[config.mk]
export PLATFORM = sky130hd
export DESIGN_NAME = chunked_serial_adder
export DESIGN_NICKNAME = d
export VERILOG_FILES = /design/src/rtl/chunked_serial_adder_pkg.sv /design/src/rtl/chunked_serial_adder_chunk_add_slice.sv /design/src/rtl/chunked_serial_adder.sv
export SDC_FILE = /design/constraint.sdc
export NUM_CORES = 1
export LEC_CHECK = 0
export CORE_AREA = 5 5 111 113
export DETAILED_ROUTE_END_ITERATION = 8
export DIE_AREA = 0 0 116 118
export GPL_TIMING_DRIVEN = 0
export PLACE_DENSITY_LB_ADDON = 0.1
export SYNTH_ARGS = -nofsm -noshare
export SYNTH_HDL_FRONTEND = slang
export SYNTH_SLANG_ARGS = --single-unit
export TNS_END_PERCENT = 30
[constraint.sdc]
create_clock -name i_clk -period 2.85 [get_ports i_clk]
set_clock_uncertainty 0.1 [all_clocks]
set_input_delay 0.4275 -clock i_clk [delete_from_list [all_inputs] [get_ports i_clk]]
set_output_delay 0.4275 -clock i_clk [all_outputs]
set_load 0.01 [all_outputs]
[src/rtl/chunked_serial_adder_pkg.sv]
// Shared types and sizing helpers for the chunked serial adder.
package chunked_serial_adder_pkg;

  typedef enum logic [1:0] {
    StIdle,
    StCalc,
    StHold
  } state_e;

  function automatic int unsigned total_w(input int unsigned chunk, input int unsigned nchunk);
    return chunk * nchunk;
  endfunction

  // Chunk index width; never zero so NCHUNK=1 still has a legal register.
  function automatic int unsigned idx_w(input int unsigned nchunk);
    return (nchunk <= 1) ? 1 : $clog2(nchunk);
  endfunction

endpackage

[src/rtl/chunked_serial_adder_chunk_add_slice.sv]
// One CHUNK-bit generate/propagate adder slice; purely combinational.
module chunk_add_slice #(
  parameter int unsigned CHUNK = 4
) (
  input  logic [CHUNK-1:0] a,
  input  logic [CHUNK-1:0] b,
  input  logic             cin,
  output logic [CHUNK-1:0] sum,
  output logic             cout,
  output logic             c_msb_in
);

  logic [CHUNK-1:0] g;
  logic [CHUNK-1:0] p;
  logic [CHUNK:0]   c;

  assign g = a & b;
  assign p = a ^ b;

  // A scalar accumulator keeps c write-only here, avoiding a self-loop on the vector.
  always_comb begin
    logic carry;
    c     = '0;
    carry = cin;
    for (int j = 0; j < CHUNK; j++) begin
      c[j]  = carry;
      carry = g[j] | (p[j] & carry);
    end
    c[CHUNK] = carry;
  end

  assign sum      = p ^ c[CHUNK-1:0];
  assign cout     = c[CHUNK];
  assign c_msb_in = c[CHUNK-1];

endmodule

[src/rtl/chunked_serial_adder.sv]
// Multi-cycle TOTAL_W adder/subtractor, one CHUNK-bit slice per clock, LSB chunk first.
module chunked_serial_adder
  import chunked_serial_adder_pkg::*;
#(
  parameter int unsigned CHUNK   = 4,
  parameter int unsigned NCHUNK  = 4,
  localparam int unsigned TOTAL_W = total_w(CHUNK, NCHUNK)
) (
  input  logic               i_clk,
  input  logic               i_rst,
  input  logic               i_valid,
  output logic               o_ready,
  input  logic [TOTAL_W-1:0] i_a,
  input  logic [TOTAL_W-1:0] i_b,
  input  logic               i_sub,
  input  logic               i_cin,
  output logic               o_valid,
  input  logic               i_ready,
  output logic [TOTAL_W-1:0] o_sum,
  output logic               o_cout,
  output logic               o_ovf,
  output logic               o_busy
);

  localparam int unsigned IDX_W = idx_w(NCHUNK);
  localparam logic [IDX_W-1:0] LastIdx = IDX_W'(NCHUNK - 1);

  state_e             state_q;
  logic [TOTAL_W-1:0] a_q;
  logic [TOTAL_W-1:0] b_q;
  logic [TOTAL_W-1:0] sum_q;
  logic [IDX_W-1:0]   idx_q;
  logic               carry_q;
  logic               cout_q;
  logic               ovf_q;

  logic [CHUNK-1:0] a_chunk;
  logic [CHUNK-1:0] b_chunk;
  logic [CHUNK-1:0] slice_sum;
  logic             slice_cout;
  logic             slice_c_msb_in;

  assign a_chunk = a_q[idx_q*CHUNK +: CHUNK];
  assign b_chunk = b_q[idx_q*CHUNK +: CHUNK];

  chunk_add_slice #(
    .CHUNK(CHUNK)
  ) u_slice (
    .a       (a_chunk),
    .b       (b_chunk),
    .cin     (carry_q),
    .sum     (slice_sum),
    .cout    (slice_cout),
    .c_msb_in(slice_c_msb_in)
  );

  always_ff @(posedge i_clk) begin
    if (i_rst) begin
      state_q <= StIdle;
      a_q     <= '0;
      b_q     <= '0;
      sum_q   <= '0;
      idx_q   <= '0;
      carry_q <= 1'b0;
      cout_q  <= 1'b0;
      ovf_q   <= 1'b0;
    end else begin
      unique case (state_q)
        StIdle: begin
          if (i_valid) begin
            a_q     <= i_a;
            // Subtract as A + ~B + 1: invert B here, force the carry-in below.
            b_q     <= i_b ^ {TOTAL_W{i_sub}};
            carry_q <= i_sub | i_cin;
            sum_q   <= '0;
            idx_q   <= '0;
            state_q <= StCalc;
          end
        end
        StCalc: begin
          sum_q[idx_q*CHUNK +: CHUNK] <= slice_sum;
          carry_q                     <= slice_cout;
          if (idx_q == LastIdx) begin
            cout_q  <= slice_cout;
            ovf_q   <= slice_cout ^ slice_c_msb_in;
            state_q <= StHold;
          end else begin
            idx_q <= idx_q + 1'b1;
          end
        end
        StHold: begin
          if (i_ready) state_q <= StIdle;
        end
        default: state_q <= StIdle;
      endcase
    end
  end

  assign o_ready = (state_q == StIdle);
  assign o_valid = (state_q == StHold);
  assign o_busy  = (state_q != StIdle);
  assign o_sum   = sum_q;
  assign o_cout  = cout_q;
  assign o_ovf   = ovf_q;

endmodule

==> results by group <==
Place
  – Port Buf Inserts: 57
  – Worst slack at placement: -0.268 ns
  – RePlAce Congestion: 0.719
  – Hpwl dp: 5300 um

Logic synthesis
  – Ranking of synthesized cells by area: dfxtp_1 40%, a211oi_2 7.3%, mux4_2 6.6%, xnor2_1 5.5%, a22o_1 4.8%
  – Asr flop ratio synth: 0
  – EDFF count, synth: 0
  – Post-synthesis sequential element count: 55
  – Syn nets: 307
  – Mapped Avg Cell Area: 10.5 sq um
  – Yosys warns: 0
  – Cell Area, Synth: 2730 sq um
  – Synth Instances: 260
  – Share of the synthesized area in the top cell type: 0.404
  – Register area share after synthesis: 0.404
  – Largest area contributor in the netlist: dfxtp_1
  – Synth cell types: 35
  – Synth Flop Type: dfxtp_1

Timing
  – Max Slew Vio Count: 0
  – Hold WS: 0.357 ns
  – Fmax: 348 MHz
  – Final setup violation count: 3
  – Worst setup margin: -0.0196 ns
  – Slew @ Worst Pin: 0.717 ns
  – Period utilization: 1.01
  – Fin crit period: 2.87 ns
  – Hold Vio Cnt, Final: 0
  – RSZ-0062 raised after global routing: true
  – Relative slew slack: 0.522

Critical path
  – Worst path max stage delay: 0.54 ns
  – Start of the worst register-to-register path: idx_q[0]
  – CP delay by family, top: adder cells
  – Crit Path Class: reg -> reg
  – Crit Path Max Fanout: 6
  – CP Cell Sequence: mux4_2 > fa_2 > inv_2 > fa_2 > fa_2 > inv_2 > fa_2 > nor2b_4 > a22o_1
  – CP max-delay cell: mux4_2
  – CP arrival: 3.00 ns
  – Startpoint Class: register
  – Crit path capture type: register
  – Buf/Inv on CP: 2
  – Worst R2R Path Depth: 9
  – RR Endpoint: o_sum[15]
  – Crit path top cell by count: fa_2
  – WP data required: 2.98 ns
  – FF-to-FF setup slack: -0.02 ns

Finish
  – Area occupied by multi-input gates: 1460 sq um
  – Storage cell area: 1110 sq um
  – Share of layout cells above drive strength 1: 0.233
  – NumNets Final: 376
  – ANT cells: 0
  – Synth-to-layout area growth: 35.8%
  – Most frequent cells in the layout: 57 x clkdlybuf4s50_1, 53 x dfxtp_1, 35 x nand2_1, 26 x nor2_1, 20 x a21oi_1
  – Fillers: 1177
  – Commonest non-fill, non-tap cell in the layout: clkdlybuf4s50_1

Clocking
  – TritonCTS clock tree: done
  – CTS root buffer: clkbuf_16
  – Inserted Clock Buffers: 5
  – CTS H-tree depth: 2
  – Clk pin slew, worst setup/hold paths: 0.08 ns
  – Clock Sinks: 55
  – Maximum clock path buffer count: 2
  – Clk_lat worst skew: 0.29 ns

Worst hold path
  – Hold crit path type: reg -> reg
  – Hold path depth: 2
  – Hold Path End: a_q[13]
  – Hold Crit Start: a_q[13]

Floorplan
  – Site row count: 39
  – Core area: 11200 sq um
  – Die width: 116 um
  – Die height: 118 um
  – Starting Density: 0.243
  – Die Footprint: 13700 sq um
  – I/O pin cnt: 59

Drt
  – Vias: 2029
  – Total Routed Length: 6930 um
  – Pre-antenna DRT Iters: 4
  – WL per Instance: 14.6 um
  – Residual DRC: 0
  – Initial DRC count: 51
  – Post-detailed-route count of antenna-violating nets: 0
  – Vias per cell: 4.29

Outcome
  – Status: finished with violations
  – Failing checks: negative setup slack

Power
  – Peak VDD IR: 0.000206 V
  – Leak: 1.33 nW
  – Tot Pwr: 1.89 mW
  – P per Cell Area: 511 nW/um^2

Global route
  – Largest net degree at the start of global routing: 17
  – Overall Global Routing Usage: 0.108
  – GRT Residual Overflow: 0
  – First-pass GRT wire length: 11600 um
  – Initial antenna violation count: 0
  – Vias in the first global route: 2168

Job
  – Max-cap check violation count: 0
[through the flow]
step,instances,utilization,instance area [sq um],setup TNS (ns)
floorplan,260,-,2750,-0.130
global placement,460,0.312,3500,-1.29
detailed placement,460,0.312,3500,-1.32
CTS,473,0.331,3710,-0.420
global route,473,0.330,3700,-0.466
finish,473,0.330,3700,-0.0400
[synth_stat cells (5+ instances only)]
cell and count:
a211oi_2 16, a21oi_1 20, a22o_1 15, buf_2 5, buf_6 8, dfxtp_1 55
ha_1 5, inv_1 11, mux4_2 8, nand2_1 35, nor2_1 26, xnor2_1 17
[routing by layer]
layer  global-route usage  wire length (um)
met2                0.173              3270
met4               0.0239                46
met1                0.150              3360
met3               0.0190               253
met5                    0                 0
[worst max-delay path by stage]
| stage | startpoint | end | slack, ns | cells past startpoint |
|---|---|---|---|---|
| global route | idx_q[0] | o_sum[15] | -0.15 | 9 |
| global placement | idx_q[0] | o_sum[15] | -0.25 | 10 |
| floorplan | idx_q[0] | o_sum[11] | -0.05 | 10 |
| detailed placement | idx_q[0] | o_sum[11] | -0.27 | 10 |
| finish | idx_q[0] | o_sum[15] | -0.02 | 9 |
| CTS | idx_q[0] | o_sum[15] | -0.14 | 10 |
[repair_timing]
item                       CTS  global route
setup buffers                5             1
setup endpoints to repair   10             7
hold buffers                 0             0
pin swaps                    5             4
gates resized for setup      4             2
[sequential cells by signal (all words and copies together) (netlist names)]
name and count:
b_q 16, a_q 16, o_ovf 1, o_cout 1, o_sum 16, idx_q 2
state_q 2, carry_q 1
[power breakdown]
| part | internal [mW] | total, mW | leakage [nW] | switching (mW) |
|---|---|---|---|---|
| registers | 0.812 | 0.838 | 0.452 | 0.0263 |
| clock network | 0.375 | 0.660 | 0.0761 | 0.285 |
| logic | 0.205 | 0.393 | 0.802 | 0.188 |
[worst reg2reg max path: stages, from the launching register on]
cell	delay [ns]
dfxtp_4	0.40
mux4_2	0.54
fa_2	0.37
inv_2	0.07
fa_2	0.21
fa_2	0.22
inv_2	0.04
fa_2	0.54
nor2b_4	0.18
a22o_1	0.15
[kinds of logic (layout without fill, tap and decap cells)]
logic type | count (synthesis) | in the layout | synth area share
fa+ha+maj | 9 | 9 | 0.0523
buf+inv | 29 | 99 | 0.0684
flops | 55 | 55 | 0.404
mux | 14 | 14 | 0.0955
simple gates | 78 | 78 | 0.144
compound gates | 58 | 58 | 0.182
xor+xnor | 17 | 17 | 0.0546
[area by class of cell]
type	instances	share of cell area
inverter	11	0.0112
clock buffer	7	0.0412
buffer	17	0.0389
multi-input combinational	176	0.393
sequential	55	0.299
tap	143	0.0483
timing repair buffer	63	0.166
clock inverter	1	0.00203
Note: power is estimated with default switching activity, not from simulation.
